[config.mk]
export PLATFORM = sky130hd
export DESIGN_NAME = rs232_rx
export DESIGN_NICKNAME = d
export VERILOG_FILES = /design/src/rtl/rs232_rx.sv
export SDC_FILE = /design/constraint.sdc
export NUM_CORES = 1
export LEC_CHECK = 0
export CAP_MARGIN = 20
export CORE_ASPECT_RATIO = 0.6
export CORE_MARGIN = 8
export CORE_UTILIZATION = 54
export CTS_BUF_LIST = sky130_fd_sc_hd__clkbuf_8
export CTS_CLUSTER_DIAMETER = 80
export DETAILED_ROUTE_END_ITERATION = 12
export PLACE_DENSITY = 0.75
export SETUP_SLACK_MARGIN = 0.3
export SYNTH_ARGS = -nofsm -noshare
export SYNTH_HDL_FRONTEND = slang
export SYNTH_SLANG_ARGS = --single-unit
export TNS_END_PERCENT = 10
[constraint.sdc]
create_clock -name clk -period 3.8 [get_ports clk]
set_input_delay 0.76 -clock clk [delete_from_list [all_inputs] [get_ports clk]]
set_output_delay 0.76 -clock clk [all_outputs]
set_load 0.005 [all_outputs]
[src/rtl/rs232_rx.sv]
// RS-232 receiver: 8N1 frames at one of four baud rates chosen per frame,
// with a valid/ack holding register and frame-error / overrun pulses.
module rs232_rx #(
    parameter int CLK_FREQ = 50000000
) (
    input  logic       clk,
    input  logic       rst,
    input  logic [1:0] buad_setting,
    input  logic       rx,
    output logic [7:0] rx_data,
    output logic       rx_valid,
    input  logic       rx_ack,
    output logic       frame_err,
    output logic       overrun
);

    // Cycles per bit for each rate; the counter is sized for the slowest one.
    localparam int DIV_9600   = CLK_FREQ / 9600;
    localparam int DIV_19200  = CLK_FREQ / 19200;
    localparam int DIV_57600  = CLK_FREQ / 57600;
    localparam int DIV_115200 = CLK_FREQ / 115200;
    localparam int CNT_W      = $clog2(DIV_9600 + 1);

    typedef logic [CNT_W-1:0] cnt_t;

    typedef enum logic [1:0] {
        IDLE  = 2'd0,
        START = 2'd1,
        DATA  = 2'd2,
        STOP  = 2'd3
    } state_t;

    state_t     state_q, state_d;
    cnt_t       cnt_q, cnt_d;
    logic [2:0] bit_q, bit_d;
    logic [7:0] shift_q, shift_d;
    logic [1:0] baud_q, baud_d;
    logic       rx_d_q;          // previous-cycle copy of rx for edge detection
    logic       armed_q, armed_d; // line has been seen idle since reset
    logic       load_q, load_d;  // good stop sampled; publish byte next cycle
    logic [7:0] rx_data_q, rx_data_d;
    logic       rx_valid_q, rx_valid_d;
    logic       frame_err_q, frame_err_d;
    logic       overrun_q, overrun_d;

    cnt_t div_sel;
    cnt_t half_sel;
    logic start_edge;

    // Bit period of the rate latched at the start of the current frame.
    always_comb begin
        div_sel = cnt_t'(DIV_9600);
        case (baud_q)
            2'b00:   div_sel = cnt_t'(DIV_9600);
            2'b01:   div_sel = cnt_t'(DIV_19200);
            2'b10:   div_sel = cnt_t'(DIV_57600);
            default: div_sel = cnt_t'(DIV_115200);
        endcase
        half_sel = div_sel >> 1;
    end

    // Falling edge only counts once the line has been high after reset, so a
    // line held low through reset release cannot start a frame.
    assign start_edge = !rx && rx_d_q && armed_q;

    // Next-state logic for the frame FSM and the output holding register.
    always_comb begin
        state_d     = state_q;
        cnt_d       = cnt_q + cnt_t'(1);
        bit_d       = bit_q;
        shift_d     = shift_q;
        baud_d      = baud_q;
        armed_d     = armed_q | rx;
        load_d      = 1'b0;
        rx_data_d   = rx_data_q;
        rx_valid_d  = rx_valid_q;
        frame_err_d = 1'b0;
        overrun_d   = 1'b0;

        if (rx_valid_q && rx_ack) begin
            rx_valid_d = 1'b0;
        end

        // A new byte wins over a same-cycle ack; overrun only if it was unacked.
        if (load_q) begin
            rx_data_d  = shift_q;
            rx_valid_d = 1'b1;
            overrun_d  = rx_valid_q && !rx_ack;
        end

        case (state_q)
            IDLE: begin
                cnt_d = '0;
                if (start_edge) begin
                    state_d = START;
                    baud_d  = buad_setting;
                    bit_d   = 3'd0;
                end
            end
            START: begin
                if (cnt_q == half_sel - cnt_t'(1)) begin
                    cnt_d   = '0;
                    state_d = rx ? IDLE : DATA;
                end
            end
            DATA: begin
                if (cnt_q == div_sel - cnt_t'(1)) begin
                    cnt_d   = '0;
                    shift_d = {rx, shift_q[7:1]};
                    bit_d   = bit_q + 3'd1;
                    if (bit_q == 3'd7) begin
                        state_d = STOP;
                    end
                end
            end
            STOP: begin
                if (cnt_q == div_sel - cnt_t'(1)) begin
                    cnt_d   = '0;
                    state_d = IDLE;
                    if (rx) begin
                        load_d = 1'b1;
                    end else begin
                        frame_err_d = 1'b1;
                    end
                end
            end
            default: state_d = IDLE;
        endcase
    end

    // State and datapath registers with synchronous active-low reset.
    always_ff @(posedge clk) begin
        if (!rst) begin
            state_q     <= IDLE;
            cnt_q       <= '0;
            bit_q       <= 3'd0;
            shift_q     <= 8'h00;
            baud_q      <= 2'b00;
            rx_d_q      <= 1'b1;
            armed_q     <= 1'b0;
            load_q      <= 1'b0;
            rx_data_q   <= 8'h00;
            rx_valid_q  <= 1'b0;
            frame_err_q <= 1'b0;
            overrun_q   <= 1'b0;
        end else begin
            state_q     <= state_d;
            cnt_q       <= cnt_d;
            bit_q       <= bit_d;
            shift_q     <= shift_d;
            baud_q      <= baud_d;
            rx_d_q      <= rx;
            armed_q     <= armed_d;
            load_q      <= load_d;
            rx_data_q   <= rx_data_d;
            rx_valid_q  <= rx_valid_d;
            frame_err_q <= frame_err_d;
            overrun_q   <= overrun_d;
        end
    end

    assign rx_data   = rx_data_q;
    assign rx_valid  = rx_valid_q;
    assign frame_err = frame_err_q;
    assign overrun   = overrun_q;

endmodule

# ---- Yosys cells after proc, flatten, opt, wreduce, memory -nomap -nowiden
# Cells that the tools add are included.
dict set report totals {
  ff_bits 42
  in_bits 6
  word_cells 65
}
dict set report classes {
  add_sub_neg 4
  n_eq_ne 13
  muxes 18
  n_bitwise 1
  reduce_logical 17
}
# cell count
set ops {}
lappend ops {{case mux 13 bit (3 select lines)} 2}
lappend ops {{equality test 13 bit} 2}
lappend ops {{two-way mux 13 bit} 2}
lappend ops {{adder 13 x 1 -> 13 bit (second input constant)} 1}
lappend ops {{subtractor 12 x 1 -> 13 bit (second input constant)} 1}
lappend ops {{subtractor 13 x 1 -> 13 bit (second input constant)} 1}
lappend ops {{two-way mux 2 bit} 6}
lappend ops {{inequality test 2 bit (second input constant)} 5}
lappend ops {{case mux 2 bit (4 select lines)} 1}
lappend ops {{equality test 2 bit (second input constant)} 3}
lappend ops {{two-way mux 3 bit} 2}
lappend ops {{case mux 3 bit (2 select lines)} 1}
lappend ops {{AND reduction 2 bit} 3}
lappend ops {{AND reduction 3 bit} 2}
lappend ops {{AND reduction 5 bit} 1}
lappend ops {{equality test 2 x 1 -> 1 bit (second input constant)} 2}
lappend ops {{logical AND 1 bit} 4}
lappend ops {{logical NOT 2 bit} 2}
lappend ops {{two-way mux 1 bit} 4}
lappend ops {{nonzero test 2 bit} 2}
lappend ops {{adder 3 x 1 -> 3 bit (second input constant)} 1}
lappend ops {{equality test 3 bit (second input constant)} 1}
lappend ops {{logical NOT 1 bit} 2}
lappend ops {{OR reduction 2 bit} 1}
lappend ops {{OR 1 bit} 1}

# ---- Depth between registers and ports, before layout
dict set report depth {
  word_depth 6
  ltp_mapped 9
  ltp_nobuf 7
}

# ---- Least setup slack after synthesis
# OpenSTA, ideal clock, no wires.
dict set report synth_path {
  path_kind {register to register}
  startpoint {register baud_q[0]}
  endpoint {register cnt_q[10]}
  setup_time_ps 132
  arrival_time_ps 2198
  t_required_ps 3668
  slack_ps 1470
  stages_incl_launch_ff 9
  n_path_buf 1
  period_less_slack_ps 2330
  path_cell_list {dfxtp_1 -> inv_1 -> ha_1 -> or3b_1 -> a211oi_1 -> o2111ai_2 -> mux2i_4 -> buf_6 -> nor3_1}
}
dict set report synth_via {
  elab_chain_len 6
  word_cells_on_any_way 11
}
# item line_no
set synth_lines {}
lappend synth_lines {{start, declared} 37} ;# logic [1:0] baud_q, baud_d;
lappend synth_lines {{start signal, assigned} 151} ;# baud_q <= baud_d;
lappend synth_lines {{equality test 2 bit, or another cell as far along} 53} ;# case (baud_q)
lappend synth_lines {{case mux 13 bit (3 select lines) *} 53}
lappend synth_lines {{subtractor 13 x 1 -> 13 bit / subtractor 12 x 1 -> 13 bit (equally long branches)} {107, 117, 101}}
lappend synth_lines {{equality test 13 bit (on tied branches)} {107, 117, 101}}
lappend synth_lines {{two-way mux 13 bit (on tied branches)} {107, 117, 101}}
lappend synth_lines {{case mux 13 bit (3 select lines) *} 91} ;# case (state_q)
lappend synth_lines {{end signal, assigned} 148} ;# cnt_q <= cnt_d;
lappend synth_lines {{end, declared} 34} ;# cnt_t cnt_q, cnt_d;
# Every way passes the cells marked *; elsewhere a longest branch is shown, timed or not.
# A chain may end at the register's enable or synchronous reset.

# ---- Final worst setup path
dict set report layout_path {
  startpoint {register baud_q[0]}
  endpoint {register cnt_q[9]}
}
# The elaborated chain is that of the path after synthesis.

==> impl_results.md <==
* Status: completed
* Critical Path RT at ~4.0 ns
* Clk slew on worst S/H paths at approximately 0.080 ns
* Worst-case reg-to-reg path depth at 7
* Maxcap violations at 0
* Peak VDD IR at between 0.3 and 0.4 mV
* Post-synthesis area per instance at between 9 and 10 µm²
* Skew final at around 0.008 ns
* Worst path max stage delay at 0.45 ns
* Post-DR vias/cell at about 5.7
* CTS Buf Count at 5
* Synth unique cells at between 40 and 50
* Via count at between 1.5k and 2k
* Synth Instances at approximately 230
* Most frequent cells in the layout: 42 x dfxtp_1, 21 x mux2i_1, 21 x nor2_1
* Slowest-stage cell, CP: dfxtp_1
* Post-synth top area cell: dfxtp_1
* Post-synthesis async set-or-reset flop share at 0%
* Total routed wirelength at 4450 µm
* # H-tree levels at 2
* Fillcell total at between 300 and 400
* Kind of critical path: reg2reg
* Hold_ws at between 0.4 and 0.5 ns
* Static leakage at roughly 0.91 nW
* Worst-margin pin slew at about 0.73 ns
* Hold Crit Depth at 2
* Relative slew slack at between 50 and 60%
* Core Area at 3722 µm²
* Area Overhead vs Synth at 12.99%
* FF+latch count, synth at between 40 and 50
* Clock Latency Late Sink at roughly 0.3 ns
* Hold Path Class: reg2reg
* Period utilization at 71.41%
* Crit-path cells: inv_1, ha_1, or3b_1, a211oi_1, o2111ai_2, mux2i_4, nor3_1
* Placed cell area at ~2300 µm²
* Total iterations of the first detailed-routing run at 4
* DPL Wire Length at about 3300 µm
* Setup Fix Bufs, Post-CTS at 0
* Total power at roughly 0.84 mW
* Area contributors post-synth: dfxtp_1 40%, mux2i_1 9.9%, xnor2_1 5.4%
* Largest net degree at the start of global routing at 25
* Crit end category: register
* CTS sink cnt at 42
* Yosys top cell area share at approximately two fifths
* Die Height at 64.53 µm
* Syn_nets at roughly 250
* Global-route usage over all layers at approximately 15%
* Port Buffers at 16
* Met2 usage at between 15 and 20%
* Synth Flop Type: dfxtp_1
* RD Place Congestion at 0.9600
* M1 GR Usage at between 10% and 20%
* WL/cell at 15.29 µm
* GR Util met3 at 5.608%
* Nets at about 260
* CTS Root Cell: clkbuf_8
* Hold-fix buffer count after cts at 0
* Startpoint Class: register
* Clock Tree Buf Depth at 2
* Initial Util at 56.94%
* CP arrival at approximately 2.9 ns
* Final Util at between 60% and 70%
* Commonest non-fill, non-tap cell in the layout: dfxtp_1
* Syn. warnings at 0
* I/O pin total at 17
* Setup TNS at 0 ns
* Initial antenna violation count at 0
* # resized after CTS at 0
* Site Rows at 17
* RSZ-0062 raised after global routing: no
* Busiest grt layer: met1
* Share of the yosys chip area belonging to registers at 39.67%
* Minimum clock period at ~2.7 ns
* Ant. Diodes at 0
* CTS tree: done
* Grt ovf at 0
* Post-Syn Area at between 2000 and 2500 µm²
* Number of flops mapped to enable cells by yosys at 0
* Post-route ant nets at 0
* Hold Violations, Final at 0
* Max-slew violation total from the final report at 0
* Pwr Density at roughly 350 nW/µm²
* Proportion of layout cells with a drive suffix above 1 at under 10%
* First-pass GRT wire length at roughly 7500 µm
* Die X at slightly below 100 µm
* Final Cell Area at 2395 µm²
* Fmax at 368.5 MHz
* Die Area at ~6300 µm²
* Post-route DRC violation count at 0
* Vias in the first global route at roughly 1.5k
* Worst-path fanout max at 13
* Final setup violation count at 0
* Drt first-iter violations at about 150
synth_stat cells (4+ instances only):
cell,instances
dfxtp_1,42
mux2i_1,21
nand4_1,4
inv_1,8
nor2_1,21
xor2_1,7
ha_1,9
clkbuf_1,8
nand2b_1,4
or3_1,6
xnor2_1,13
nand2_1,16
nand3_1,13
nor3_1,16
layer usage:
layer,wire length (µm),up-vias,share of wire (%)
met5,0,-,0
met4,67,0,1.5
met3,440,9,9.9
met2,1747,54,39
met1,2194,758,49
li1,-,843,-
final timing paths:
path | startpoint | endpoint | slack (ns)
setup / recovery | baud_q[0]$_SDFFE_PN0P_ | cnt_q[9]$_SDFF_PN0_ | 1.09
hold / removal | bit_q[1]$_SDFFE_PN0P_ | bit_q[1]$_SDFFE_PN0P_ | 0.48
setup reg to reg | baud_q[0]$_SDFFE_PN0P_ | cnt_q[9]$_SDFF_PN0_ | 1.09
hold reg to reg | bit_q[1]$_SDFFE_PN0P_ | bit_q[1]$_SDFFE_PN0P_ | 0.48
stage by stage:
step	cells	setup slack, ns
6_report	291	1.086
5_1_grt	291	0.9050
4_1_cts	291	1.104
3_5_place_dp	283	1.123
3_3_place_gp	283	1.238
2_1_floorplan	231	1.470
critical path, delay by kind of cell (launching register included):
kind | cells | cell delay [ns]
and+or+nand+nor | 2 | 0.53
AOI/OAI and AO/OA | 2 | 0.64
DFF | 1 | 0.45
adders and majority gates | 1 | 0.38
muxes | 1 | 0.44
buffers and inverters | 1 | 0.12
kinds of logic after synthesis:
logic type	Yosys count	share of synthesized area (%)
XOR/XNOR	20	8.265
AO/OA/AOI/OAI	20	7.497
multiplexers	23	11.51
adder cells (fa/ha/maj)	9	5.313
flip-flops	42	39.67
AND/OR/NAND/NOR	97	23.44
buffers and inverters	20	4.309
registers in the layout (all words and copies together), names as in the netlist, named ones only:
| name | count |
|---|---|
| bit_q | 3 |
| rx_valid | 1 |
| state_q | 1 |
| rx_data | 8 |
| overrun | 1 |
| rx_d_q | 1 |
| shift_q | 8 |
| baud_q | 2 |
| cnt_q | 13 |
| frame_err | 1 |
| armed_q | 1 |
| load_q | 1 |
area by class of cell:
class	instances	area (µm²)	area share (%)
inverter	8	30.03	1.254
clock inverter	3	41.29	1.724
multi-input combinational	169	1187	49.58
clock buffer	5	68.82	2.874
sequential	42	840.8	35.11
timing repair buffer	17	167.7	7.001
tap	47	58.81	2.456
power by group:
part	internal (mW)	switching, mW
sequential	0.443	0.00388
clock	0.193	0.154
combinational	0.0198	0.0294
total	0.656	0.187
Power figures use the tool's default switching activity.
==> variant (same settings) <==
Change the parameter `CLK_FREQ` from 50000000 to 100000000.
--- a/src/rtl/rs232_rx.sv
+++ b/src/rtl/rs232_rx.sv
@@ -2,5 +2,5 @@
 // with a valid/ack holding register and frame-error / overrun pulses.
 module rs232_rx #(
-    parameter int CLK_FREQ = 50000000
+    parameter int CLK_FREQ = 100000000
 ) (
     input  logic       clk,
Behaviour: no difference found for any inputs over 10 cycles, from zero or initial values and one cycle with rst low; that may be too few to reach the edited logic, so the function may still have changed.
==> variant against the unedited design <==
Via count fell by 6.1%; wire length shrank 8.0%; cell area fell by 2.5%; worst setup slack lost 0.15 ns; power down 6.6%; sequential cell count rose by 1; synthesized area shrank 2.1%.
==> variant: results (changes against the unedited design) <==
----------------------------------------------------
[Outcome]
  Status ... completed (unchanged)

[Clock network]
  Latest clock arrival within the worst-skew pair ... 0.29 ns

[Critical path]
  Arrival time at the worst endpoint ... 3.08 ns (was 2.86 ns)
  Largest fanout on the critical path ... 11 (was 13)
  Last element of the critical path ... shift_q[2] (was cnt_q[9])
  Peak per-stage delay on the critical path ... 0.88 ns (was 0.45 ns)
  Worst path slowest cell ... nor4b_4 (was dfxtp_1)

[Power and ir drop]
  Comb group ... 0.0359 mW (was 0.0492 mW)
  Cell-internal power ... 0.612 mW (was 0.656 mW)
  Logic gate share of total power ... 4.6% (was 5.8%)
  Peak ir drop on the vdd network ... 0.000209 V (was 0.000382 V)
  Leakage power ... 0.794 nW (was 0.906 nW)

[Logic synthesis]
  Async set or reset register ratio after synthesis ... 0% (unchanged)
  Synth area leaders ... dfxtp_1 (41%), mux2i_1 (9.2%), ha_1 (5.4%), xnor2_1 (5.1%), nand2_1 (4.2%) (was dfxtp_1 (40%), mux2i_1 (9.9%), xnor2_1 (5.4%), ha_1 (5.3%), nor3_1 (3.8%))
  Sequential-to-total area share from yosys stat ... 41.5% (was 39.7%)
  Post-synthesis share of cell area spent on xor and xnor gates ... 8.02% (was 8.26%)
  Total nets after synthesis ... 237 (was 246)
  Adder-Cell Fraction of Synth Area ... 5.43% (was 5.31%)
  Mux cell area share after synthesis ... 9.71% (was 11.5%)
  Post-synthesis cell type count ... 43 (was 45)

[GRT]
  Total routing usage reported by global routing ... 14.5% (about the same)
  Routing usage on met3 ... 5.01% (was 5.61%)
  Pin count of the biggest net entering global routing ... 22 (was 25)

[Timing]
  Relative slew slack ... 38.7% (was 51.2%)
  Highest Clock Rate ... 349 MHz (was 368 MHz)

[Placed design]
  Pre-CTS worst setup slack ... 0.981 ns (was 1.12 ns)
  Cell area after placement ... 0.00225 mm2 (was 0.00228 mm2)
  Placer congestion estimate ... 0.948 (was 0.960)

[Detailed routing]
  Detailed router's first-iteration violation count ... 123 (was 149)
  Routed wire length ... 4100 um (was 4450 um)
  Detailed-routed wire length on met3 ... 370 um (was 440 um)

[Final layout]
  Fraction of final layout cells sized beyond drive strength 1 ... 5.53% (was 6.15%)

----------------------------------------------------
[variant: changes by cell type after synthesis, sizes merged, moves of 3 or more]
cell    change
nor3       -14
mux2i       -3
o21a        +3
nor2b       +7
nand4       +4
or3         -5
a21boi      +3
nand3       -3
nand2       +6
nor2       -13
a21oi      +12
[variant: area by class of cell]
class | count | area [um2]
clock buffer | 6 | 82.6
clock inverter | 1 | 5.00
fill | 294 | 1340
inverter | 10 | 37.5
multi-input combinational | 157 | 1120
sequential | 43 | 861
tap | 47 | 58.8
timing repair buffer | 18 | 175
[variant: worst min path at each step]
stage | startpoint | to | slack (ns) | depth (start not counted)
floorplan | armed_q | armed_q | 0.43 | 1
global placement | armed_q | armed_q | 0.44 | 1
detailed placement | armed_q | armed_q | 0.45 | 1
CTS | armed_q | armed_q | 0.47 | 1
global route | bit_q[1] | bit_q[1] | 0.49 | 2
finish | armed_q | armed_q | 0.47 | 1
